## src/rtl/fm_buffer_sched_pkg.sv

```systemverilog
// Shared types and sizing for the FM ping-pong buffer scheduler.
// Holds the per-buffer state enum and the width constants used on the ports.
package fm_buffer_sched_pkg;

    localparam int FM_BUFFER_COUNT_DEF = 2;
    localparam int FM_BUFFER_SIZE_DEF  = 32;

    localparam int INDICE_LEN    = $clog2(FM_BUFFER_SIZE_DEF);
    localparam int FM_BUF_ID_LEN = $clog2(FM_BUFFER_COUNT_DEF);
    localparam int FM_LEN_BITS   = INDICE_LEN + 1;

    typedef enum logic [1:0] {
        FM_FREE,
        FM_FILLING,
        FM_READY,
        FM_READING
    } fm_buf_state_e;

endpackage

```

## src/rtl/fm_buf_slot.sv

```systemverilog
// One FM buffer slot: ownership state plus the stored valid length.
// Ports: fill/rd start and end strobes, len_in; flags is_free/is_ready/ready_next, len.
module fm_buf_slot
    import fm_buffer_sched_pkg::*;
(
    input  logic                   clk,
    input  logic                   rst,
    input  logic                   fill_start,
    input  logic                   fill_end,
    input  logic [FM_LEN_BITS-1:0] len_in,
    input  logic                   rd_start,
    input  logic                   rd_end,
    output logic                   is_free,
    output logic                   is_ready,
    output logic                   ready_next,
    output logic [FM_LEN_BITS-1:0] len
);

    fm_buf_state_e state;
    fm_buf_state_e state_next;

    always_ff @(posedge clk) begin
        if (rst) begin
            state <= FM_FREE;
        end else begin
            state <= state_next;
        end
    end

    // An empty fill hands the buffer straight back as FREE.
    always_comb begin
        state_next = state;
        unique case (state)
            FM_FREE:    if (fill_start) state_next = FM_FILLING;
            FM_FILLING: if (fill_end)
                            state_next = (len_in != '0) ? FM_READY : FM_FREE;
            FM_READY:   if (rd_start) state_next = FM_READING;
            FM_READING: if (rd_end) state_next = FM_FREE;
        endcase
    end

    always_comb begin
        is_free    = (state == FM_FREE);
        is_ready   = (state == FM_READY);
        ready_next = (state_next == FM_READY);
    end

    always_ff @(posedge clk) begin
        if (rst) begin
            len <= '0;
        end else if (state == FM_FILLING && fill_end && len_in != '0) begin
            len <= len_in;
        end
    end

endmodule

```

## src/rtl/fm_buffer_sched.sv

```systemverilog
// Ping-pong FM buffer scheduler between a loader (fill) and an extender (read).
// Ports: fill_req/grant/buf/done/len, rd_req/grant/buf/len/done, ready_cnt, frag_cnt, err.
module fm_buffer_sched
    import fm_buffer_sched_pkg::*;
#(
    parameter int FM_BUFFER_COUNT = FM_BUFFER_COUNT_DEF,
    parameter int FM_BUFFER_SIZE  = FM_BUFFER_SIZE_DEF
) (
    input  logic                     clk,
    input  logic                     rst,
    input  logic                     fill_req,
    output logic                     fill_grant,
    output logic [FM_BUF_ID_LEN-1:0] fill_buf,
    input  logic                     fill_done,
    input  logic [FM_LEN_BITS-1:0]   fill_len,
    input  logic                     rd_req,
    output logic                     rd_grant,
    output logic [FM_BUF_ID_LEN-1:0] rd_buf,
    output logic [FM_LEN_BITS-1:0]   rd_len,
    input  logic                     rd_done,
    output logic [1:0]               ready_cnt,
    output logic [15:0]              frag_cnt,
    output logic                     err
);

    localparam logic [FM_LEN_BITS-1:0] SIZE_LEN = FM_LEN_BITS'(FM_BUFFER_SIZE);

    logic [FM_BUFFER_COUNT-1:0] slot_free;
    logic [FM_BUFFER_COUNT-1:0] slot_ready;
    logic [FM_BUFFER_COUNT-1:0] slot_ready_next;
    logic [FM_BUFFER_COUNT-1:0] fill_start;
    logic [FM_BUFFER_COUNT-1:0] fill_end;
    logic [FM_BUFFER_COUNT-1:0] rd_start;
    logic [FM_BUFFER_COUNT-1:0] rd_end;
    logic [FM_LEN_BITS-1:0]     slot_len [FM_BUFFER_COUNT];

    logic [FM_BUF_ID_LEN-1:0] wr_sel;
    logic [FM_BUF_ID_LEN-1:0] rd_sel;
    logic                     fill_busy;
    logic                     rd_busy;
    logic                     fill_go;
    logic                     rd_go;
    logic                     fill_ok;
    logic                     rd_ok;
    logic                     len_over;
    logic [FM_LEN_BITS-1:0]   len_store;
    logic [1:0]               ready_sum;

    assign fill_go   = fill_req & ~fill_busy & slot_free[wr_sel];
    assign rd_go     = rd_req & ~rd_busy & slot_ready[rd_sel];
    assign fill_ok   = fill_done & fill_busy;
    assign rd_ok     = rd_done & rd_busy;
    assign len_over  = (fill_len > SIZE_LEN);
    assign len_store = len_over ? SIZE_LEN : fill_len;

    for (genvar i = 0; i < FM_BUFFER_COUNT; i++) begin : g_slot
        localparam logic [FM_BUF_ID_LEN-1:0] ID = FM_BUF_ID_LEN'(i);

        assign fill_start[i] = fill_go & (wr_sel == ID);
        assign fill_end[i]   = fill_ok & (fill_buf == ID);
        assign rd_start[i]   = rd_go & (rd_sel == ID);
        assign rd_end[i]     = rd_ok & (rd_buf == ID);

        fm_buf_slot u_slot (
            .clk        (clk),
            .rst        (rst),
            .fill_start (fill_start[i]),
            .fill_end   (fill_end[i]),
            .len_in     (len_store),
            .rd_start   (rd_start[i]),
            .rd_end     (rd_end[i]),
            .is_free    (slot_free[i]),
            .is_ready   (slot_ready[i]),
            .ready_next (slot_ready_next[i]),
            .len        (slot_len[i])
        );
    end

    // Counted from next-state so the register lines up with the slot states.
    always_comb begin
        ready_sum = '0;
        for (int i = 0; i < FM_BUFFER_COUNT; i++) begin
            ready_sum = ready_sum + {1'b0, slot_ready_next[i]};
        end
    end

    always_ff @(posedge clk) begin
        if (rst) begin
            fill_grant <= 1'b0;
            fill_buf   <= '0;
            fill_busy  <= 1'b0;
            wr_sel     <= '0;
            rd_grant   <= 1'b0;
            rd_buf     <= '0;
            rd_len     <= '0;
            rd_busy    <= 1'b0;
            rd_sel     <= '0;
            ready_cnt  <= '0;
            frag_cnt   <= '0;
            err        <= 1'b0;
        end else begin
            fill_grant <= fill_go;
            rd_grant   <= rd_go;
            ready_cnt  <= ready_sum;

            if (fill_go) begin
                fill_busy <= 1'b1;
                fill_buf  <= wr_sel;
            end else if (fill_ok) begin
                fill_busy <= 1'b0;
                if (fill_len != '0) wr_sel <= ~wr_sel;
            end

            if (rd_go) begin
                rd_busy <= 1'b1;
                rd_buf  <= rd_sel;
                rd_len  <= slot_len[rd_sel];
            end else if (rd_ok) begin
                rd_busy <= 1'b0;
                rd_sel  <= ~rd_sel;
                if (frag_cnt != 16'hFFFF) frag_cnt <= frag_cnt + 16'd1;
            end

            if ((fill_done & ~fill_busy) | (rd_done & ~rd_busy) |
                (fill_ok & len_over)) begin
                err <= 1'b1;
            end
        end
    end

endmodule

```

## config.mk

```make
export PLATFORM = sky130hd
export DESIGN_NAME = fm_buffer_sched
export DESIGN_NICKNAME = d
export VERILOG_FILES = /design/src/rtl/fm_buffer_sched_pkg.sv /design/src/rtl/fm_buf_slot.sv /design/src/rtl/fm_buffer_sched.sv
export SDC_FILE = /design/constraint.sdc
export NUM_CORES = 1
export LEC_CHECK = 0
export CELL_PAD_IN_SITES_DETAIL_PLACEMENT = 2
export CELL_PAD_IN_SITES_GLOBAL_PLACEMENT = 2
export CORE_MARGIN = 2
export CORE_UTILIZATION = 31
export CTS_CLUSTER_DIAMETER = 40
export CTS_CLUSTER_SIZE = 25
export DETAILED_ROUTE_END_ITERATION = 8
export PLACE_DENSITY_LB_ADDON = 0.1
export SYNTH_ARGS = -nofsm -noshare
export SYNTH_HDL_FRONTEND = slang
export SYNTH_SLANG_ARGS = --single-unit
```

## constraint.sdc

```tcl
create_clock -name clk -period 2.6 [get_ports clk]
set_input_delay 0.26 -clock clk [delete_from_list [all_inputs] [get_ports clk]]
set_output_delay 0.26 -clock clk [all_outputs]
set_load 0.005 [all_outputs]
```

==> qor.yml <==
status: "complete, no violations"
layout_common_cells: "dfxtp_1 (49), clkdlybuf4s50_1 (40), nor2_1 (22)"
rsz0062_at_grt: "no"
r2r_slack_ns: 0.61
critPathArrivalTime_ns: 2.23
power.total_uw: 1340
dieWidth_um: 88.8
placed_area_sq_um: 2760
pwr-share-clk_pct: 34.6
root_buffer: "clkbuf_8"
core-area_sq_um: 6870
cts_buffer_depth: 2
num_rows: 30
grt_max_degree: 41
synth_area_leaders: "dfxtp_1 (44%), a21oi_1 (4.7%), nor2_1 (3.7%), mux2i_1 (3.1%), o21ai_0 (3.1%)"
placed_cells_incl_taps: 379
synth_warnings: 0
fillers: 779
clkTransAtPathRegs_ns: 0.10
synthSimpleGateAreaFrac_pct: 26.0
drt-initial-drc-count: 66
synth-main-ff-cell: "dfxtp_1"
maxCapViolations: 0
syn_area_sq_um: 2230
drc_errors: 0
cts_buffers: 5
min_to: "g_slot[1].u_slot.len[3]"
finalCritPeriodShare_pct: 76.7
path_max_fanout: 6
syn_avg_cell_area_sq_um: 9.06
grt-ovfl-total: 0
die_h_um: 88.8
synth_fa_ha_area_share_pct: 1.12
setup_viol: 0
layout_commonest_cell: "dfxtp_1"
synth_compound_area_share_pct: 20.9
fin_cells: 387
power_frac_comb_pct: 7.3
p_int_uw: 998
hold_depth: 2
via_per_inst: 5.29
io_buffers: 40
synth.ff_latch_count: 49
cts.sinks: 49
antenna_found_initial: 0
vias: 2048
hpwl_um: 4770
design_area_sq_um: 2850
syn-instance-count: 246
worstPathRequired_ns: 2.83
layout_min_cycle_time_ns: 1.99
synthMuxAreaShare_pct: 3.65
synth_top_family_by_area: "simple AND/OR/NAND/NOR gates"
finalHoldViolations: 0
grt_pass1_wl_um: 11100
synth-xor-area-share_pct: 1.18
nNetsFinal: 304
ys_types: 53
wl_per_cell_um: 16.7
rr_worst_depth: 5
hp-class: "reg2reg"
drt_wl_total_um: 6460
hp-start: "g_slot[1].u_slot.len[3]"
ios: 41
cts_tree: "yes"
tightest_slew_ns: 0.544
synthArstFlopShare_pct: 0
post_cts_buffers: 0
end_kind: "flip-flop"
dr.pass1.iters: 4
yosysTopAreaCell: "dfxtp_1"
reg2reg_to: "frag_cnt[12]"
yosysTopAreaCellShare_pct: 44.0
grt_pass1_vias: 2202
antennaDiodeCount: 0
ir_worst_vdd_uv: 178
fin_tns_setup_ns: 0
post_cts_resized: 0
hold_ws_ns: 0.468
relSlewSlack_pct: 63.7
synth_fp_nets: 260
criticalPathCategory: "reg2reg"
powerDensity_nw_per_um2: 469
ys_seq_area_share_pct: 44.0
place_congestion: 0.768
skew_ns: 0.0108
switching_share_pct: 25.3
start_kind: "flip-flop"
dieArea_sq_um: 7890
track_usage_pct: 18.2
leakage_uw: 0.000905
max_freq_mhz: 502
initial_utilization_pct: 32.5
postRouteAntennaNets: 0
drive_gt1_share_pct: 10.3
synth-edff-count: 0
p_switching_uw: 338
cts_htree_levels: 2
regToRegStartpoint: "frag_cnt[0]"
finalMaxSlewViolations: 0
hold_buffers: 0
clock_latency_ns: 0.31
worstSetupStartpoint: "frag_cnt[0]"
synthToLayoutAreaGrowth_pct: 27.7
p_seq_share_pct: 58.1
[stage by stage]
step	utilization, %	worst slack, ns
2_1_floorplan	-	0.617
6_report	41.4	0.606
5_1_grt	41.4	0.419
3_3_place_gp	40.2	0.394
4_1_cts	41.4	0.572
3_5_place_dp	40.2	0.351
[critical path: stages (launching register included)]
cell	delay, ns
dfxtp_1	0.44
ha_1	0.31
nand3_1	0.20
a2111o_1	0.51
or3_1	0.33
a21oi_1	0.14
[layout make-up]
type | count | area (sq um) | share of cell area, %
flip-flops and latches | 49 | 981 | 34.5
multi-input cells | 181 | 1180 | 41.4
repair buffers | 48 | 460 | 16.2
clock buffers | 6 | 72.6 | 2.55
inverters | 5 | 18.8 | 0.659
well taps | 96 | 120 | 4.22
clock inverters | 2 | 15.0 | 0.527
[worst max-delay path by stage]
stage | slack, ns | end
2_1_floorplan | 0.62 | ready_cnt[0]
3_3_place_gp | 0.39 | ready_cnt[0]
3_5_place_dp | 0.35 | ready_cnt[0]
4_1_cts | 0.57 | frag_cnt[12]
5_1_grt | 0.42 | frag_cnt[14]
6_report | 0.61 | frag_cnt[12]
[Yosys cell counts, types with 3 or more instances]
cell type	count
o31ai_1	4
clkbuf_1	5
dfxtp_1	49
and2_1	4
o21ai_0	14
nand2_1	15
a32o_1	3
nand4_1	8
a211oi_1	8
nand2b_1	3
nor3_1	4
nor2b_1	4
buf_2	5
mux2i_1	7
and4_1	3
nand3_1	12
nor2_1	22
or3_1	7
inv_1	4
a21oi_1	21
[metal layers]
| layer | global-route usage [%] | wire, um |
|---|---|---|
| met4 | 4.13 | 43 |
| met2 | 32.0 | 3250 |
| met5 | 0 | 0 |
| met1 | 23.0 | 3000 |
| met3 | 3.45 | 166 |
[state kept, by name, indices dropped and copies added (netlist names), 2 cells and up]
name,count
frag_cnt,16
g_slot.u_slot.len,12
g_slot.u_slot.state,4
ready_cnt,2
rd_len,6
[kinds of logic after synthesis]
kind of cell               after synthesis
adders and majority gates                2
muxes                                    8
xor gates and xnor gates                 3
AOI/OAI and AO/OA                       68
and+or+nand+nor                        100
DFF                                     49
buffers and inverters                   16
[power groups by stage]
stage	combinational (uW)	clock [uW]	sequential, uW
CTS	99.9	480	776
global placement	96.6	0	793
detailed placement	99.2	0	793
global route	111	527	779
finish	97.6	463	776
floorplan	48.3	0	789
Note: power is estimated with default switching activity, not from simulation.
